### config.mk
export PLATFORM = sky130hd
export DESIGN_NAME = gba_eeprom_master
export DESIGN_NICKNAME = d
export VERILOG_FILES = /design/src/rtl/gba_eeprom_pkg.sv /design/src/rtl/gba_eeprom_beat.sv /design/src/rtl/gba_eeprom_master.sv
export SDC_FILE = /design/constraint.sdc
export NUM_CORES = 1
export LEC_CHECK = 0
export BUFFER_PORTS_ARGS = -buffer_cell sky130_fd_sc_hd__buf_2
export CORE_UTILIZATION = 34
export CTS_CLUSTER_SIZE = 28
export DETAILED_ROUTE_END_ITERATION = 12
export SLEW_MARGIN = 20
export SYNTH_ARGS = -nofsm -noshare
export SYNTH_HDL_FRONTEND = slang
export SYNTH_HIERARCHICAL = 1
export SYNTH_SLANG_ARGS = --single-unit
### constraint.sdc
create_clock -name clk -period 4.22 [get_ports clk]
set_input_delay 0.422 -clock clk [delete_from_list [all_inputs] [get_ports clk]]
set_output_delay 0.422 -clock clk [all_outputs]
set_load 0.05 [all_outputs]
### src/rtl/gba_eeprom_pkg.sv
// Shared types and constants for the GBA serial EEPROM master.
package gba_eeprom_pkg;

  typedef enum logic [3:0] {
    IDLE, CMD, ADDR, WDATA, STOP, RHEAD, RDATA, POLL, DONE
  } state_e;

  localparam logic [1:0] CMD_RD = 2'b11;
  localparam logic [1:0] CMD_WR = 2'b10;

  localparam int unsigned HEAD_BITS  = 4;
  localparam int unsigned DATA_BITS  = 64;
  localparam int unsigned ADDR_SHORT = 6;
  localparam int unsigned ADDR_LONG  = 14;

endpackage

### src/rtl/gba_eeprom_beat.sv
// One serial beat: hold the request until accepted, then a single gap cycle
// in which done is raised and the EEPROM's returned bit is visible.
module gba_eeprom_beat (
  input  logic clk,
  input  logic rst_n,
  input  logic start,
  input  logic wr,
  input  logic tx_bit,
  output logic done,
  output logic rx_bit,
  output logic bus_valid,
  output logic bus_write,
  output logic bus_din,
  input  logic bus_ready,
  input  logic bus_dout
);

  logic valid_q, wr_q, din_q, gap_q;

  always_ff @(posedge clk or negedge rst_n) begin
    if (!rst_n) begin
      valid_q <= 1'b0;
      wr_q    <= 1'b0;
      din_q   <= 1'b0;
      gap_q   <= 1'b0;
    end else begin
      gap_q <= valid_q & bus_ready;
      if (valid_q) begin
        if (bus_ready) valid_q <= 1'b0;
      end else if (start) begin
        valid_q <= 1'b1;
        wr_q    <= wr;
        din_q   <= wr & tx_bit;
      end
    end
  end

  assign done      = gap_q;
  assign rx_bit    = bus_dout;
  assign bus_valid = valid_q;
  assign bus_write = wr_q;
  assign bus_din   = din_q;

endmodule

### src/rtl/gba_eeprom_master.sv
// Sequences read/write block commands to a GBA serial EEPROM as single-bit
// beats, including the post-write busy poll with timeout.
module gba_eeprom_master
  import gba_eeprom_pkg::*;
#(
  parameter int unsigned POLL_MAX = 1023
) (
  input  logic        clk,
  input  logic        rst_n,
  input  logic        cmd_valid,
  output logic        cmd_ready,
  input  logic        cmd_write,
  input  logic [13:0] cmd_addr,
  input  logic        addr_long,
  input  logic [63:0] cmd_wdata,
  output logic        rsp_valid,
  output logic [63:0] rsp_rdata,
  output logic        rsp_timeout,
  output logic        bus_valid,
  output logic        bus_write,
  output logic        bus_din,
  input  logic        bus_ready,
  input  logic        bus_dout
);

  localparam int unsigned PW = $clog2(POLL_MAX + 1);
  localparam logic [PW-1:0] POLL_LAST = PW'(POLL_MAX - 1);

  state_e         state_q, state_d;
  logic [6:0]     cnt_q, cnt_d;
  logic [PW-1:0]  poll_q, poll_d;
  logic           timeout_q, timeout_d;
  logic [63:0]    shift_q, shift_d, rdata_q, rdata_d;
  logic           write_q, long_q;
  logic [13:0]    addr_q;
  logic [63:0]    wdata_q;
  logic           start, tx_wr, tx_bit, done, rx_bit;
  logic [3:0]     alast;
  logic [1:0]     cmd_code;

  assign alast    = long_q ? 4'(ADDR_LONG - 1) : 4'(ADDR_SHORT - 1);
  assign cmd_code = write_q ? CMD_WR : CMD_RD;

  always_comb begin
    state_d   = state_q;
    cnt_d     = cnt_q;
    poll_d    = poll_q;
    timeout_d = timeout_q;
    shift_d   = shift_q;
    rdata_d   = rdata_q;
    start     = 1'b0;
    unique case (state_q)
      IDLE: if (cmd_valid) begin
        state_d   = CMD;
        cnt_d     = '0;
        timeout_d = 1'b0;
        start     = 1'b1;
      end
      CMD: if (done) begin
        start = 1'b1;
        if (cnt_q == 7'd1) begin
          state_d = ADDR;
          cnt_d   = '0;
        end else cnt_d = cnt_q + 7'd1;
      end
      ADDR: if (done) begin
        start = 1'b1;
        if (cnt_q == {3'b000, alast}) begin
          state_d = write_q ? WDATA : STOP;
          cnt_d   = '0;
        end else cnt_d = cnt_q + 7'd1;
      end
      WDATA: if (done) begin
        start = 1'b1;
        if (cnt_q == 7'(DATA_BITS - 1)) begin
          state_d = STOP;
          cnt_d   = '0;
        end else cnt_d = cnt_q + 7'd1;
      end
      STOP: if (done) begin
        start   = 1'b1;
        state_d = write_q ? POLL : RHEAD;
        cnt_d   = '0;
        poll_d  = '0;
      end
      RHEAD: if (done) begin
        start = 1'b1;
        if (cnt_q == 7'(HEAD_BITS - 1)) begin
          state_d = RDATA;
          cnt_d   = '0;
        end else cnt_d = cnt_q + 7'd1;
      end
      RDATA: if (done) begin
        shift_d = {shift_q[62:0], rx_bit};
        if (cnt_q == 7'(DATA_BITS - 1)) begin
          state_d = DONE;
          rdata_d = {shift_q[62:0], rx_bit};
        end else begin
          cnt_d = cnt_q + 7'd1;
          start = 1'b1;
        end
      end
      POLL: if (done) begin
        if (rx_bit) begin
          state_d   = DONE;
          timeout_d = 1'b0;
        end else if (poll_q == POLL_LAST) begin
          state_d   = DONE;
          timeout_d = 1'b1;
        end else begin
          poll_d = poll_q + 1'b1;
          start  = 1'b1;
        end
      end
      DONE:    state_d = IDLE;
      default: state_d = IDLE;
    endcase

    // Bit for the beat being launched, chosen by the phase it belongs to.
    tx_wr  = 1'b0;
    tx_bit = 1'b0;
    unique case (state_d)
      CMD: begin
        tx_wr  = 1'b1;
        tx_bit = cmd_code[~cnt_d[0]];
      end
      ADDR: begin
        tx_wr  = 1'b1;
        tx_bit = addr_q[alast - cnt_d[3:0]];
      end
      WDATA: begin
        tx_wr  = 1'b1;
        tx_bit = wdata_q[~cnt_d[5:0]];
      end
      STOP:    tx_wr = 1'b1;
      default: tx_wr = 1'b0;
    endcase
  end

  always_ff @(posedge clk or negedge rst_n) begin
    if (!rst_n) begin
      state_q   <= IDLE;
      cnt_q     <= '0;
      poll_q    <= '0;
      timeout_q <= 1'b0;
      shift_q   <= '0;
      rdata_q   <= '0;
      write_q   <= 1'b0;
      long_q    <= 1'b0;
      addr_q    <= '0;
      wdata_q   <= '0;
    end else begin
      state_q   <= state_d;
      cnt_q     <= cnt_d;
      poll_q    <= poll_d;
      timeout_q <= timeout_d;
      shift_q   <= shift_d;
      rdata_q   <= rdata_d;
      if (state_q == IDLE && cmd_valid) begin
        write_q <= cmd_write;
        long_q  <= addr_long;
        addr_q  <= cmd_addr;
        wdata_q <= cmd_wdata;
      end
    end
  end

  assign cmd_ready   = (state_q == IDLE);
  assign rsp_valid   = (state_q == DONE);
  assign rsp_timeout = rsp_valid & timeout_q;
  assign rsp_rdata   = rdata_q;

  gba_eeprom_beat u_beat (
    .clk       (clk),
    .rst_n     (rst_n),
    .start     (start),
    .wr        (tx_wr),
    .tx_bit    (tx_bit),
    .done      (done),
    .rx_bit    (rx_bit),
    .bus_valid (bus_valid),
    .bus_write (bus_write),
    .bus_din   (bus_din),
    .bus_ready (bus_ready),
    .bus_dout  (bus_dout)
  );

endmodule
-- After elaboration in Yosys (flattened, before gate mapping)
Index checks and enable logic that the tools add are counted.
- bits of input ports: 85
- flip-flop bits (word level): 233
- output and inout port bits: 70
- reductions and logical operators: 13
- magnitude comparators: 3
- add/sub/neg operators: 3
- multiplexer cells: 62
- bitwise logic cells: 6
- equality and inequality tests: 29
- operator list (kind ; count):
    7-bit 2-to-1 mux ; 12
    4-bit 2-to-1 mux ; 16
    7-bit one-hot mux with 7 select lines ; 1
    10-bit 2-to-1 mux ; 4
    4-bit one-hot mux with 8 select lines ; 1
    4-bit by 3-bit equality test with 1-bit output (second input constant) ; 5
    1-bit 2-to-1 mux ; 20
    10-bit one-hot mux with 2 select lines ; 1
    4-bit by 2-bit equality test with 1-bit output (second input constant) ; 4
    2-bit by 1-bit != test with 1-bit output (second input constant) ; 7
    10-bit by 1-bit adder with 10-bit output (second input constant) ; 1
    10-bit equality test (second input constant) ; 1
    9-bit AND reduction ; 1
    4-bit by 1-bit equality test with 1-bit output (second input constant) ; 2
    2-bit != test (second input constant) ; 4
    7-bit by 1-bit adder with 7-bit output (second input constant) ; 1
    7-bit by 1-bit equality test with 1-bit output (second input constant) ; 1
    7-bit by 2-bit equality test with 1-bit output (second input constant) ; 1
    7-bit by 4-bit equality test with 1-bit output ; 1
    7-bit by 6-bit equality test with 1-bit output (second input constant) ; 1
    6-bit by 7-bit less-than comparator with 1-bit output (second input constant) ; 1
    7-bit nonzero test ; 1
    1-bit binary-select mux with 6-bit select ; 1
    6-bit inverter ; 1
    other kinds (22) ; 27

-- Depth between registers and ports, before layout
Gate-level depths: netlist of the first run.
- depth in word-level cells: 10
- gate-level depth with buffers: 19

-- Cells and area by module
The synthesis of the first run kept the hierarchy.
- modules (own cells, without submodules) (module ; seq. area each (sq um) ; area an instance (sq um) ; times used ; cells an instance):
    gba_eeprom_master ; 5730.5 ; 10233.6 ; 1 ; 759
    gba_eeprom_beat ; 100.1 ; 170.2 ; 1 ; 13

-- Worst setup path before layout of the first run
OpenSTA, ideal clock, no wires.
- path kind: register to register
- start: register state_q[0]
- end: register u_beat.wr_q (netlist: u_beat/bus_write)
- slack: 439 ps
- cell stages (with the launch flop): 10
- buffers on the path: 4
- data arrival time: 3656 ps
- period minus slack after synthesis: 3781 ps
- path through: dfrtp_1 -> buf_2 -> buf_1 -> nor4_1 -> nand2_1 -> clkbuf_1 -> clkbuf_1 -> o21ai_0 -> nand2b_4 -> mux2_4
- RTL lines (item ; RTL line ; source):
    from (decl) ; gba_eeprom_master.sv:29 ; state_e state_q, state_d;
    from (signal assigned) ; gba_eeprom_master.sv:153 ; state_q <= state_d;
    4-bit logical NOT ; -- ;
    net cmd_ready ; gba_eeprom_master.sv:11 ; output logic cmd_ready,
    1-bit one-hot mux with 4 select lines ; gba_eeprom_master.sv:52 ; unique case (state_q)
    net start ; gba_eeprom_master.sv:37 ; logic start, tx_wr, tx_bit, done, rx_bit;
    2-bit AND reduction (no source line) ; -- ;
    to (signal assigned) ; gba_eeprom_beat.sv:32 ; wr_q <= wr;
    to (decl) ; gba_eeprom_beat.sv:18 ; logic valid_q, wr_q, din_q, gap_q;
The timed path passes the listed nets, and every way through them passes these cells.
A chain may end at the register's enable or synchronous reset.

-- Worst setup path in the final report of the first run
- start: register cnt_q[0]
- end: register u_beat.din_q (netlist: u_beat/bus_din)
- longest elaborated chain between the ends: 9
- RTL lines (item ; RTL line ; source):
    from (decl) ; gba_eeprom_master.sv:30 ; logic [6:0] cnt_q, cnt_d;
    from (signal assigned) ; gba_eeprom_master.sv:154 ; cnt_q <= cnt_d;
    7-bit by 1-bit adder with 7-bit output, or another cell as far along ; -- ;
    7-bit 2-to-1 mux (on tied branches) (2 in a row) ; -- ;
    7-bit one-hot mux with 7 select lines ; gba_eeprom_master.sv:52 ;
    4-bit subtractor or 6-bit inverter (tied branches) ; gba_eeprom_master.sv:129, gba_eeprom_master.sv:133 ;
    1-bit binary-select mux with 4-bit select or 1-bit binary-select mux with 6-bit select (tied branches) ; gba_eeprom_master.sv:129, gba_eeprom_master.sv:133 ;
    1-bit 2-to-1 mux (on tied branches) ; gba_eeprom_master.sv:129, gba_eeprom_master.sv:133 ;
    1-bit one-hot mux with 3 select lines (*) ; gba_eeprom_master.sv:122 ; unique case (state_d)
    net tx_bit ; gba_eeprom_master.sv:37 ;
    1-bit AND (*) ; gba_eeprom_beat.sv:33 ; din_q <= wr & tx_bit;
    to (signal assigned) ; gba_eeprom_beat.sv:33 ;
    to (decl) ; gba_eeprom_beat.sv:18 ;
Mark *: on every way through the listed nets, which the timed path passes. The rest lies on a longest branch. The select of a mux whose other input is x is not followed.

==> results of run 1 <==
[worst reg2reg max path, stage by stage, from the launching register on]
cell,delay (ns)
dfrtp_1,0.41
ha_1,0.25
nand3_2,0.14
nor2_2,0.21
inv_2,0.09
ha_1,0.28
nand2_1,0.08
a31oi_2,0.12
o221ai_2,0.36
o221ai_4,0.17
buf_12,0.20
buf_4,0.14
buf_4,0.12
mux2i_1,0.11
a32o_1,0.22
o311a_1,0.30
a21o_1,0.17
o41ai_2,0.32
nand2_1,0.08
mux2i_1,0.15
[routing by layer]
layer	up-vias	track usage
li1	3146	-
met1	3300	0.2090
met2	136	0.2266
met3	42	0.02685
met4	0	0.04382
met5	-	0
[cells in the final DEF, fill, tap and decap left out, types with 3 or more instances in the layout]
cell type,n
mux2i_1,46
a32oi_1,4
clkinv_2,8
xnor2_1,4
inv_1,12
a21oi_1,18
or3_1,4
and2_1,7
nor2b_1,3
inv_2,3
nand2b_1,3
and3_1,4
clkbuf_8,4
xor2_1,7
a211oi_1,8
nor3_1,6
nand3_1,8
mux2_2,208
clkbuf_16,27
buf_2,153
nor2_1,29
nand2_1,29
o211ai_1,5
clkbuf_1,3
o21ai_0,17
nor3b_1,3
o21ai_1,3
ha_1,6
nor4_1,3
buf_4,27
dfrtp_1,233
[cell families after synthesis]
| kind of cell | count (synthesis) |
|---|---|
| DFF | 233 |
| and+or+nand+nor | 123 |
| adders and majority gates | 6 |
| AOI/OAI and AO/OA | 84 |
| xor gates and xnor gates | 12 |
| muxes | 257 |
| buffers and inverters | 57 |
[final timing paths]
kind	from	to	slack [ns]	cells past startpoint
min	rst_n	wdata_q[41]	-0.04	1
min in group clk	bus_ready	u_beat/bus_valid	0.11	2
max	cnt_q[0]	u_beat/bus_din	0.25	19
max reg2reg	cnt_q[0]	u_beat/bus_din	0.25	19
max in group asynchronous	rst_n	rsp_rdata[59]	3.21	2
min reg2reg	rsp_rdata[15]	rsp_rdata[15]	0.50	1
[final cells by class]
cell class | instances | area, sq um | area share
well taps | 390 | 488.0 | 0.03866
clock buffers | 34 | 742.0 | 0.05878
inverters | 15 | 56.30 | 0.004461
clock inverters | 11 | 86.33 | 0.006840
flip-flops and latches | 233 | 5831 | 0.4619
multi-input cells | 483 | 4395 | 0.3482
repair buffers | 183 | 1023 | 0.08109
[where the power goes]
group / total [mW] / internal [mW] / switching, mW / leakage, nW
Sequential: 3.00 / 2.69 / 0.313 / 3.15
Clock: 2.19 / 1.29 / 0.900 / 0.415
Combinational: 2.11 / 1.03 / 1.08 / 2.93
[registers in the layout, summed over array words and instances, names as in the netlist]
register / flops
u_beat/bus_write: 1
write_q: 1
u_beat/bus_valid: 1
u_beat/bus_din: 1
addr_q: 14
timeout_q: 1
long_q: 1
shift_q: 63
rsp_rdata: 64
cnt_q: 7
wdata_q: 64
poll_q: 10
state_q: 4
u_beat/done: 1
[repair_timing]
item	CTS	global route
setup buffers	0	7
hold buffers	0	0
endpoints found under the setup margin	0	1
gates resized for setup	0	3
==> flow_metrics.env, run 1 <==
export IMPL_yosys_cell_count_top_type="dfrtp_1"
export IMPL_port_buffers=154
export IMPL_min_period_ns=3.966
export IMPL_synth_xor_area_frac=0.01082
export IMPL_power_leakage_nw=6.499
export IMPL_synth_fa_ha_area_frac=0.007216
export IMPL_gr_total_overflow=0
export IMPL_status="complete, but fails checks"
export IMPL_synth_largest_area_cell="dfrtp_1"
export IMPL_dr_pass1_iters=4
export IMPL_path_buf_inv=4
export IMPL_synth_yosys_seq_area_share=0.5604
export IMPL_avgSynthCellArea_sq_um=13.48
export IMPL_wl_met1_mm=11.08
export IMPL_finalCritPeriodShare=0.9397
export IMPL_top_layer_used="met4"
export IMPL_synth_nets=863
export IMPL_clkSinkCount=233
export IMPL_numCtsBuffers=27
export IMPL_antenna_cells=0
export IMPL_synth_edf_count=0
export IMPL_setup_violations=0
export IMPL_worstMarginPinSlew_ns=0.9406
export IMPL_synth_compound_area_share=0.06121
export IMPL_hold_path_class="input pin to asynchronous set/reset pin"
export IMPL_vdd_ir_drop_max_v=0.0002955
export IMPL_wl_met3_mm=1.200
export IMPL_slew_viol_final=0
export IMPL_synth_area_sq_um=10400
export IMPL_antenna_found_initial=0
export IMPL_hold_violations=13
export IMPL_die_w_microns=176.9
export IMPL_p_total_mw=7.300
export IMPL_drtAntennaViolNets=0
export IMPL_synth_area_leaders="dfrtp_1 56%, mux2_2 23%, mux2i_1 4.4%"
export IMPL_max_freq_ghz=0.2522
export IMPL_crit_type="flop to flop"
export IMPL_crit_path_end_kind="flop"
export IMPL_final_area_sq_um=12620
export IMPL_nNetsFinal=1034
export IMPL_cp_start_kind="flop"
export IMPL_synth_top_family_by_area="multiplexers"
export IMPL_slowest_delay_ns=0.41
export IMPL_rows=63
export IMPL_place_ws_ns=0.2389
export IMPL_synth_common_cells="233 x dfrtp_1, 208 x mux2_2, 46 x mux2i_1, 30 x nand2_1, 29 x nor2_1"
export IMPL_ys_warnings_count=6
export IMPL_skew_ns=0.01001
export IMPL_place_area_sq_um=11700
export IMPL_yosysUniqueCellTypes=70
export IMPL_grt_max_degree=119
export IMPL_cp_data_required_time_ns=4.67
export IMPL_fin_util=0.4225
export IMPL_cts_tree="built"
export IMPL_fin_ws_ns=0.2545
export IMPL_dp_cells=1296
export IMPL_crit_slowest_cell="dfrtp_1"
export IMPL_routedWlPerCell_microns=17.15
export IMPL_synthFlopType="dfrtp_1"
export IMPL_drc=0
export IMPL_drv_cap=0
export IMPL_setup_tns_ns=0
export IMPL_crit_family="compound AO/OA/AOI/OAI gates"
export IMPL_insertion_delay_ns=0.53
export IMPL_yosys_register_bits=233
export IMPL_syn_inst=772
export IMPL_hpwl_mm=15.60
export IMPL_crit_chain="ha_1 > nand3_2 > nor2_2 > inv_2 > ha_1 > nand2_1 > a31oi_2 > o221ai_2 > o221ai_4 > buf_12 > buf_4 > buf_4 > mux2i_1 > a32o_1 > o311a_1 > a21o_1 > o41ai_2 > nand2_1 > mux2i_1"
export IMPL_cts_root_buf="clkbuf_16"
export IMPL_gp_congestion=0.8671
export IMPL_violations="hold timing"
export IMPL_grt_pass1_vias=6788
export IMPL_pin_count=155
export IMPL_slew_headroom=0.3729
export IMPL_synthSimpleGateAreaFrac=0.06314
export IMPL_initial_core_util=0.3482
export IMPL_viasPerCell=4.910
export IMPL_worstPathArrival_ns=4.41
export IMPL_fin_hold_ws_ns=-0.03599
export IMPL_synth_top_cell_area_share=0.5604
export IMPL_area_growth_pct=21.32
export IMPL_drive_gt1_frac=0.4818
export IMPL_fill_cells=2818
export IMPL_wl_met2_mm=10.36
export IMPL_grt_first_pass_wirelength_mm=36.83
export IMPL_synth_area_mux_share=0.2741
export IMPL_layoutNonFillerInstCount=1349
export IMPL_path_clk_slew_ns=0.06
export IMPL_power_density_nw_per_um2=578.4
export IMPL_cts_htree_levels=1
export IMPL_async_flop_share=1.000
export IMPL_vias=6624
export IMPL_core_area_sq_um=29870
export IMPL_grt_use_total=0.1468
export IMPL_crit_path_max_fanout=8
export IMPL_fp_dieH_microns=176.9
export IMPL_dieArea_sq_um=31300
export IMPL_drt_wl_total_mm=23.14
export IMPL_drt_iter0_markers=237
export IMPL_cts_buffer_depth=3
Power figures use the tool's default switching activity.
==> inputs of run 2 (changes only) <==
MAX_ROUTING_LAYER = met4   (was default)
PLACE_DENSITY = 0.6   (was default)
==> flow_metrics.env, run 2 (synthesized netlist as in run 1, its figures left out) <==
export IMPL_fp_dieH_microns=176.9
export IMPL_core_area_sq_um=29870
export IMPL_path_clk_slew_ns=0.06
export IMPL_rsz0062_at_grt="false"
export IMPL_worstPathArrival_ns=4.35
export IMPL_grt_pass1_vias=6944
export IMPL_vias=6634
export IMPL_hold_violations=0
export IMPL_gr_total_overflow=0
export IMPL_drive_gt1_frac=0.4818
export IMPL_initial_core_util=0.3482
export IMPL_viasPerCell=4.900
export IMPL_drt_iter0_markers=377
export IMPL_pin_count=155
export IMPL_grt_first_pass_wirelength_mm=38.01
export IMPL_status="complete, no violations"
export IMPL_slew_headroom=0.4297
export IMPL_dr_pass1_iters=4
export IMPL_cts_root_buf="clkbuf_16"
export IMPL_drt_wl_total_mm=23.20
export IMPL_routedWlPerCell_microns=17.13
export IMPL_skew_ns=0.02053
export IMPL_p_total_mw=7.331
export IMPL_insertion_delay_ns=0.55
export IMPL_cp_start_kind="flop"
export IMPL_cp_data_required_time_ns=4.64
export IMPL_hpwl_mm=15.83
export IMPL_area_growth_pct=22.01
export IMPL_worstMarginPinSlew_ns=0.8555
export IMPL_finalCritPeriodShare=0.9316
export IMPL_min_period_ns=3.932
export IMPL_layout_commonest_cell="dfrtp_1"
export IMPL_power_leakage_nw=6.545
export IMPL_gp_congestion=0.8372
export IMPL_vdd_ir_drop_max_v=0.0003479
export IMPL_max_freq_ghz=0.2544
export IMPL_crit_path_max_fanout=8
export IMPL_crit_path_end_kind="flop"
export IMPL_port_buffers=154
export IMPL_grt_use_total=0.1562
export IMPL_cts_tree="built"
export IMPL_dieArea_sq_um=31300
export IMPL_drv_cap=0
export IMPL_crit_chain="ha_1 > nand3_2 > nor2_4 > inv_2 > ha_1 > nand2_1 > a31oi_1 > o221ai_1 > o221ai_4 > buf_4 > mux2i_1 > a21oi_1 > mux4_2 > a31oi_2 > o41ai_2 > nand2_1 > mux2i_1"
export IMPL_die_w_microns=176.9
export IMPL_slew_viol_final=0
export IMPL_setup_violations=0
export IMPL_slowest_delay_ns=0.50
export IMPL_setup_tns_ns=0
export IMPL_drc=0
export IMPL_cts_htree_levels=1
export IMPL_final_cell_mix="233 x dfrtp_1, 208 x mux2_2, 153 x buf_2, 46 x mux2i_1"
export IMPL_crit_slowest_cell="mux4_2"
export IMPL_nNetsFinal=1034
export IMPL_cts_buffer_depth=3
export IMPL_rows=63
export IMPL_fin_util=0.4249
export IMPL_power_density_nw_per_um2=577.5
export IMPL_numCtsBuffers=27
export IMPL_clkSinkCount=233
export IMPL_crit_type="flop to flop"
export IMPL_grt_max_degree=104
export IMPL_hold_path_class="input pin to flop"
export IMPL_antenna_found_initial=1
export IMPL_drtAntennaViolNets=0
## run 2: changes by cell type in the layout (fill, tap and decap cells not counted), sizes merged
cell,delta
dlygate4sd3,+1
clkinv,-1
buf,-1
bufinv,-1
diode,+1
inv,+1
clkbuf,+6
o221ai,-1
## run 2: worst paths after layout
check | start | to | slack [ns] | cells past startpoint
min | bus_ready | u_beat/bus_valid | 0.09 | 2
max reg2reg | cnt_q[0] | u_beat/bus_din | 0.29 | 17
max in group asynchronous | rst_n | shift_q[5] | 2.75 | 3
min reg2reg | rsp_rdata[20] | rsp_rdata[20] | 0.50 | 1
min in group asynchronous | rst_n | wdata_q[44] | 0.53 | 2
max | cnt_q[0] | u_beat/bus_din | 0.29 | 17
## run 2: stage by stage
step	instance area, sq um	std cells	setup slack [ns]	hold WS (ns)
4_1_cts	12610	1346	0.1957	0.05900
3_5_place_dp	11710	1296	0.2091	0.4873
5_1_grt	12690	1354	0.03255	0.08427
2_1_floorplan	10400	772	0.4394	0.1264
6_report	12690	1354	0.2885	0.08756
3_3_place_gp	11710	1296	0.2702	0.4850
## run 2: layout make-up
class / count / area, sq um
clock buffer: 39 / 820.8
timing repair buffer: 184 / 1051
inverter: 15 / 56.30
tap: 390 / 488.0
multi-input combinational: 482 / 4373
antenna: 1 / 2.502
sequential: 233 / 5831
clock inverter: 10 / 71.32
fill: 2786 / 17180
## run 2: layer usage
metal	up-vias	routed length, microns	global-route usage
li1	3133	-	-
met1	3336	11200	0.2201
met2	128	10460	0.2306
met3	37	1145	0.02921
met4	0	386	0.03951
met5	-	0	-
## run 2: repair_timing
action,in CTS,in global routing
setup endpoints to repair,0,1
buffers inserted,0,6
resized for setup,0,2
hold endpoints to repair,100,0
hold buffers,1,0
## run 2: worst max-delay path, delay by kind of cell, from the launching register on
family,cells,cell delay (ns)
buffers and inverters,2,0.31
adders and majority gates,2,0.51
DFF,1,0.40
AOI/OAI and AO/OA,6,1.38
and+or+nand+nor,4,0.47
muxes,3,0.75
## run 2: report_power, final
part | internal [mW] | total [mW] | switching (mW)
Combinational | 1.02 | 2.05 | 1.03
Clock | 1.35 | 2.28 | 0.929
Sequential | 2.69 | 3.00 | 0.315
